**config.mk**
```make
export PLATFORM = sky130hd
export DESIGN_NAME = spi_xfer_arbiter
export DESIGN_NICKNAME = d
export VERILOG_FILES = /design/src/rtl/spi_pkg.sv /design/src/rtl/rr_arbiter.sv /design/src/rtl/spi_xfer_arbiter.sv
export SDC_FILE = /design/constraint.sdc
export NUM_CORES = 1
export LEC_CHECK = 0
export CAP_MARGIN = 25
export CORE_AREA = 2 2 116 62
export DETAILED_ROUTE_END_ITERATION = 10
export DIE_AREA = 0 0 118 64
export DONT_BUFFER_PORTS = 1
export GPL_TIMING_DRIVEN = 0
export PLACE_DENSITY = 0.73
export SLEW_MARGIN = 20
export SYNTH_ARGS = -nofsm -noshare
export SYNTH_HDL_FRONTEND = slang
export SYNTH_SLANG_ARGS = --single-unit
```
**constraint.sdc**
```tcl
create_clock -name PCLK -period 9.6 [get_ports PCLK]
set_input_delay 1.44 -clock PCLK [delete_from_list [all_inputs] [get_ports PCLK]]
set_output_delay 1.44 -clock PCLK [all_outputs]
set_load 0.05 [all_outputs]
```
**src/rtl/spi_pkg.sv**
```systemverilog
// Shared types and defaults for the SPI transfer arbiter.
// Holds the sequencer state encoding and engine mode codes.
package spi_pkg;

  typedef enum logic [2:0] {
    ARB_IDLE,
    ARB_SETUP,
    ARB_LOAD,
    ARB_XFER,
    ARB_HOLD,
    ARB_GAP
  } spi_arb_state_t;

  localparam logic [1:0] SPI_MODE0 = 2'd0;
  localparam logic [1:0] SPI_MODE1 = 2'd1;
  localparam logic [1:0] SPI_MODE2 = 2'd2;
  localparam logic [1:0] SPI_MODE3 = 2'd3;

  localparam int SPI_SETUP_CYC_DEF = 2;
  localparam int SPI_HOLD_CYC_DEF  = 2;

endpackage

```
**src/rtl/rr_arbiter.sv**
```systemverilog
// Combinational round-robin picker: first set request
// strictly after last_gnt wins, wrapping around.
module rr_arbiter
  import spi_pkg::*;
#(
  parameter int NREQ = 4,
  localparam int LW = (NREQ > 1) ? $clog2(NREQ) : 1
) (
  input  logic [NREQ-1:0] req,
  input  logic [LW-1:0]   last_gnt,
  input  logic            en,
  output logic [NREQ-1:0] gnt
);

  logic [LW-1:0] idx;

  // Walk from the farthest slot inward so the nearest one overwrites.
  always_comb begin
    gnt = '0;
    idx = '0;
    if (en) begin
      for (int i = NREQ; i >= 1; i--) begin
        idx = LW'((int'(last_gnt) + i) % NREQ);
        if (req[idx]) begin
          gnt      = '0;
          gnt[idx] = 1'b1;
        end
      end
    end
  end

endmodule

```
**src/rtl/spi_xfer_arbiter.sv**
```systemverilog
// Shares one SPI byte engine among NREQ requesters with
// round-robin grant and SS setup/hold framing.
module spi_xfer_arbiter
  import spi_pkg::*;
#(
  parameter int NREQ      = 4,
  parameter int NSS       = 4,
  parameter int SETUP_CYC = SPI_SETUP_CYC_DEF,
  parameter int HOLD_CYC  = SPI_HOLD_CYC_DEF,
  localparam int SW = (NSS > 1) ? $clog2(NSS) : 1
) (
  input  logic             PCLK,
  input  logic             PRESET,
  input  logic [NREQ-1:0]  REQ,
  input  logic [NREQ*8-1:0] REQ_LEN,
  input  logic [NREQ*SW-1:0] REQ_SS,
  input  logic [NREQ*2-1:0] REQ_MODE,
  output logic [NREQ-1:0]  GNT,
  input  logic [7:0]       TX_DATA,
  input  logic             TX_VALID,
  output logic             TX_READY,
  output logic [7:0]       RX_DATA,
  output logic             RX_VALID,
  output logic             SESS_DONE,
  output logic             ENG_START,
  output logic [7:0]       ENG_TXBYTE,
  output logic [1:0]       ENG_MODE,
  input  logic             ENG_DONE,
  input  logic [7:0]       ENG_RXBYTE,
  output logic [NSS-1:0]   SS_N
);

  localparam int LW = (NREQ > 1) ? $clog2(NREQ) : 1;
  localparam int TW = 16;

  spi_arb_state_t state_q, state_d;

  logic [TW-1:0]   t_q, t_d;
  logic [7:0]      cnt_q, cnt_d;
  logic [LW-1:0]   gidx_q, gidx_d;
  logic [LW-1:0]   last_q, last_d;
  logic [NREQ-1:0] gnt_q, gnt_d;
  logic [NSS-1:0]  ss_n_q, ss_n_d;
  logic            tx_ready_q, tx_ready_d;
  logic [7:0]      rx_data_q, rx_data_d;
  logic            rx_valid_q, rx_valid_d;
  logic            sess_done_q, sess_done_d;
  logic            eng_start_q, eng_start_d;
  logic [7:0]      eng_tx_q, eng_tx_d;
  logic [1:0]      eng_mode_q, eng_mode_d;

  logic [NREQ-1:0] arb_gnt;
  logic [LW-1:0]   sel_idx;
  logic [7:0]      sel_len;
  logic [SW-1:0]   sel_ss;
  logic [SW-1:0]   ss_eff;
  logic [1:0]      sel_mode;

  rr_arbiter #(
    .NREQ (NREQ)
  ) u_arb (
    .req      (REQ),
    .last_gnt (last_q),
    .en       (state_q == ARB_IDLE),
    .gnt      (arb_gnt)
  );

  always_comb begin
    sel_idx  = '0;
    sel_len  = '0;
    sel_ss   = '0;
    sel_mode = '0;
    for (int i = 0; i < NREQ; i++) begin
      if (arb_gnt[i]) begin
        sel_idx  = LW'(i);
        sel_len  = REQ_LEN[i*8 +: 8];
        sel_ss   = REQ_SS[i*SW +: SW];
        sel_mode = REQ_MODE[i*2 +: 2];
      end
    end
  end

  // Out-of-range slave indices fall back to slave 0.
  assign ss_eff = (int'(sel_ss) >= NSS) ? '0 : sel_ss;

  always_comb begin
    state_d     = state_q;
    t_d         = t_q;
    cnt_d       = cnt_q;
    gidx_d      = gidx_q;
    last_d      = last_q;
    gnt_d       = gnt_q;
    ss_n_d      = ss_n_q;
    tx_ready_d  = tx_ready_q;
    rx_data_d   = rx_data_q;
    rx_valid_d  = 1'b0;
    sess_done_d = 1'b0;
    eng_start_d = 1'b0;
    eng_tx_d    = eng_tx_q;
    eng_mode_d  = eng_mode_q;
    unique case (state_q)
      ARB_IDLE: begin
        if (|arb_gnt) begin
          gnt_d          = arb_gnt;
          gidx_d         = sel_idx;
          cnt_d          = sel_len;
          eng_mode_d     = sel_mode;
          ss_n_d         = '1;
          ss_n_d[ss_eff] = 1'b0;
          t_d            = TW'(SETUP_CYC - 1);
          state_d        = ARB_SETUP;
        end
      end
      ARB_SETUP: begin
        if (t_q == '0) begin
          tx_ready_d = 1'b1;
          state_d    = ARB_LOAD;
        end else begin
          t_d = t_q - 1'b1;
        end
      end
      ARB_LOAD: begin
        if (TX_VALID) begin
          eng_tx_d    = TX_DATA;
          eng_start_d = 1'b1;
          tx_ready_d  = 1'b0;
          state_d     = ARB_XFER;
        end
      end
      ARB_XFER: begin
        if (ENG_DONE) begin
          rx_data_d  = ENG_RXBYTE;
          rx_valid_d = 1'b1;
          if (cnt_q == '0) begin
            t_d     = TW'(HOLD_CYC - 1);
            state_d = ARB_HOLD;
          end else begin
            cnt_d      = cnt_q - 1'b1;
            tx_ready_d = 1'b1;
            state_d    = ARB_LOAD;
          end
        end
      end
      ARB_HOLD: begin
        if (t_q == '0) begin
          ss_n_d      = '1;
          gnt_d       = '0;
          sess_done_d = 1'b1;
          last_d      = gidx_q;
          state_d     = ARB_GAP;
        end else begin
          t_d = t_q - 1'b1;
        end
      end
      ARB_GAP: begin
        state_d = ARB_IDLE;
      end
      default: begin
        state_d = ARB_IDLE;
      end
    endcase
  end

  // last_q resets to the top slot so requester 0 is next in line.
  always_ff @(posedge PCLK) begin
    if (PRESET) begin
      state_q     <= ARB_IDLE;
      t_q         <= '0;
      cnt_q       <= '0;
      gidx_q      <= '0;
      last_q      <= LW'(NREQ - 1);
      gnt_q       <= '0;
      ss_n_q      <= '1;
      tx_ready_q  <= 1'b0;
      rx_data_q   <= '0;
      rx_valid_q  <= 1'b0;
      sess_done_q <= 1'b0;
      eng_start_q <= 1'b0;
      eng_tx_q    <= '0;
      eng_mode_q  <= SPI_MODE0;
    end else begin
      state_q     <= state_d;
      t_q         <= t_d;
      cnt_q       <= cnt_d;
      gidx_q      <= gidx_d;
      last_q      <= last_d;
      gnt_q       <= gnt_d;
      ss_n_q      <= ss_n_d;
      tx_ready_q  <= tx_ready_d;
      rx_data_q   <= rx_data_d;
      rx_valid_q  <= rx_valid_d;
      sess_done_q <= sess_done_d;
      eng_start_q <= eng_start_d;
      eng_tx_q    <= eng_tx_d;
      eng_mode_q  <= eng_mode_d;
    end
  end

  assign GNT        = gnt_q;
  assign SS_N       = ss_n_q;
  assign TX_READY   = tx_ready_q;
  assign RX_DATA    = rx_data_q;
  assign RX_VALID   = rx_valid_q;
  assign SESS_DONE  = sess_done_q;
  assign ENG_START  = eng_start_q;
  assign ENG_TXBYTE = eng_tx_q;
  assign ENG_MODE   = eng_mode_q;

endmodule

```
==> metrics.txt <==
layout cell share with drive strength beyond 1=7.32%; Worst-Skew Late Latency=between 300 and 400 ps; Chip Height=64 um; largest net degree at the start of global routing=12; peak clock frequency supported by timing=~0.22 GHz; RSZ-0062 raised after global routing=no; area share of fa/ha/maj cells after synthesis=under 10%; number of gates resized after CTS=0; most instantiated flip-flop cell in the synthesis netlist=dfxtp_1; global-route wire length before repair=~16 mm; WP data required=just under 10000 ps; vias per inst=around 6.3; Final Cycle Share=a little under half; DP HPWL=7.51 mm; quantity of hold-fixing buffers added after cts=0; CTS tree=yes; number of nets with antenna violations after detailed routing=0; Crit. End Element=register; count of mapped cells out of synthesis=roughly 440; remaining routing DRC violations=0; cells along the critical path=inv_1, ha_1, mux2_2, and3_1, a2111oi_0, o21ai_1, nor4_1, clkbuf_1, o21ai_1, a21oi_1, a311oi_1; number of primary I/O pins=just over 100; Tmin final=~4500 ps; cell seen most often among critical-path stages=o21ai_1; count of max-cap constraint violations=0; maximum fanout along the worst path=11; maximum clock path buffer count=2; clk_skew=about 9.3 ps; Max transition margin=a little under two fifths; standard cell area after detailed placement=approximately 3600 um2; Clock Pin Slew Worst Setup and Hold Paths=50 ps; synthesis warning total=0; DR pass1 iterations=5; flip-flop and latch count after synthesis=61; count of antenna diodes in the layout=0; Routability Congestion=~0.85; total net switching power=approximately 0.66 mW; Setup TNS=0 ps; simple logic cell fraction of the synthesized area=between 20% and 30%; path type of the worst min-delay path=register to register; Synth async-reset ratio=0%; Critical Path Start Type=register; Total Routed Length=~10 mm; total clock sinks=61; internal power=between 0.8 and 0.9 mW; combinational family with the most area after synthesis=compound AO/OA/AOI/OAI gates; number of post-CTS setup repair buffers=0; sequential area share after synthesis=about a third; Critical-path top delay cell=nor4_1; Critical Path Start=last_q[1]$_SDFFE_PP1P_; total power draw=roughly 1.5 mW; DRC violation total after the first TritonRoute iteration=between 300 and 400; initial standard-cell utilization of the core=53.3%; area fraction in compound gates after synthesis=a little over a quarter; proportion of total power due to net switching=between 40 and 50%; number of enable flip-flop cells after synthesis=0; number of global-route vias before repair=around 3.2k; average wire per standard cell=roughly 18 um; area share of xor/xnor cells in the synthesized design=1.52%; net count of the mapped netlist=~520; outcome=finished clean; Crit Path Category=register to register; Final nets=approximately 530; Placement Setup Slack=4920 ps; endpoints failing hold=0; row cnt=21; mean post-synth cell area=between 7 and 8 um2; total power divided by cell area=approximately 380 nW/um2; peak supply drop=between 0.00015 and 0.0002 V; Fillers=around 590; clock buffer count from CTS=9; part of the total power dissipated in the clock network=between 20% and 30%; reg-to-reg critical path startpoint=last_q[1]$_SDFFE_PP1P_; total standard cell area after synthesis=3460 um2; slew of the pin with the lowest slew margin=928 ps; leakage power total=about 1.4 nW; Layout Cell Area excl Fill=approximately 4000 um2; count of unique library cells instantiated by Yosys=60; total core area=6490 um2; arrival time at the worst endpoint=roughly 4700 ps; Critical Path Max Stage Delay=around 560 ps; fin. max-slew vios=0; multiplexer share of the synthesized area=~4%; final setup violation count=0; antenna violations before repair=0; maximum level of the CTS H-tree=3; total gr overflow=0; Clock Tree Root=clkbuf_16; area added between synthesis and finish=13.4%; final core area utilization=60.5%; aggregate global-route resource usage=27.3%; routed via count=~3.4k; crit path setup slack, layout=between 5000 and 6000 ps; sequential fraction of design power=between 30% and 40%; total die area=roughly 7600 um2; number of I/O port buffers=0; die width=between 100 and 150 um; hold path startpoint=t_q[13]$_SDFFE_PP0P_; Combinational Power Share=a little over two fifths
-- kinds of logic after synthesis --
logic type      after synthesis
compound gates              144
xor+xnor                      6
fa+ha+maj                    10
buf+inv                      36
flops                        61
mux                           9
simple gates                169
-- cell type report --
cell class	instances	area (um2)	share of cell area, %
clock buffers	10	239	6.09
well taps	92	115	2.93
multi-input cells	338	2090	53.3
inverters	12	45.0	1.15
clock inverters	6	110	2.81
flip-flops and latches	61	1220	31.1
plain buffers	24	103	2.61
-- power by group through the flow --
stage          registers [mW]  logic, mW  clock network [mW]
2_1_floorplan           0.444      0.501                   0
3_3_place_gp            0.460      0.615                   0
3_5_place_dp            0.463      0.634                   0
4_1_cts                 0.459      0.641               0.379
5_1_grt                 0.471      0.725               0.391
6_report                0.461      0.652               0.376
-- registers in the layout (all words and copies together), names as in the netlist --
signal      cells
ENG_TXBYTE      8
cnt_q           8
ENG_START       1
RX_VALID        1
SS_N            4
t_q            16
last_q          2
TX_READY        1
ENG_MODE        2
RX_DATA         8
gidx_q          2
SESS_DONE       1
state_q         3
GNT             4
-- layout by cell type (no fill, tap or decap), drive strengths merged, types with 8 or more instances in the layout --
cell / count
or3: 10
ha: 9
nand3: 8
nor2b: 10
dfxtp: 61
clkbuf: 29
a221oi: 9
a21oi: 57
and3: 9
inv: 12
nand2: 54
o31ai: 9
a211oi: 8
o21ai: 19
nor2: 42
-- worst max-delay path: cells and delay by family, from the launching register on --
kind / cells / cell delay, ps
adder cells (fa/ha/maj): 1 / 430
multiplexers: 1 / 390
buffers and inverters: 2 / 730
flip-flops: 1 / 550
AO/OA/AOI/OAI: 5 / 1500
AND/OR/NAND/NOR: 2 / 750
-- Yosys cell counts, types with 7 or more instances --
master,number,area [um2]
o21ai_0,15,75.1
nor3_1,7,35.0
nand3_1,8,40.0
inv_1,11,41.3
o31ai_1,9,67.6
and3_1,9,56.3
a21oi_1,57,285
nor2_1,42,158
a211oi_1,7,52.6
nor2b_1,10,62.6
or3_1,10,62.6
nand2_1,54,203
clkbuf_1,19,71.3
o211ai_1,7,52.6
nand2b_1,7,43.8
a221oi_1,9,78.8
dfxtp_1,61,1220
ha_1,9,113
-- final timing paths --
| kind | slack (ps) | depth (start not counted) | end |
|---|---|---|---|
| hold reg to reg | 470 | 2 | t_q[13]$_SDFFE_PP0P_ |
| setup reg to reg | 5080 | 11 | cnt_q[3]$_SDFFE_PP0P_ |
| hold / removal | 470 | 2 | t_q[13]$_SDFFE_PP0P_ |
| setup / recovery | 5080 | 11 | cnt_q[3]$_SDFFE_PP0P_ |
-- stage by stage --
stage	hold slack (ps)	std cells
2_1_floorplan	449	435
3_3_place_gp	466	527
3_5_place_dp	471	527
4_1_cts	480	543
5_1_grt	500	543
6_report	474	543
-- per-layer routing --
metal	GRT usage (%)	up-vias	share of wire, %
met5	0	-	0
met4	5.42	0	0.73
met3	10.2	12	11
met2	38.0	176	40
met1	39.9	1600	49
li1	-	1642	-
No activity file was read; power rests on OpenSTA's default activity.
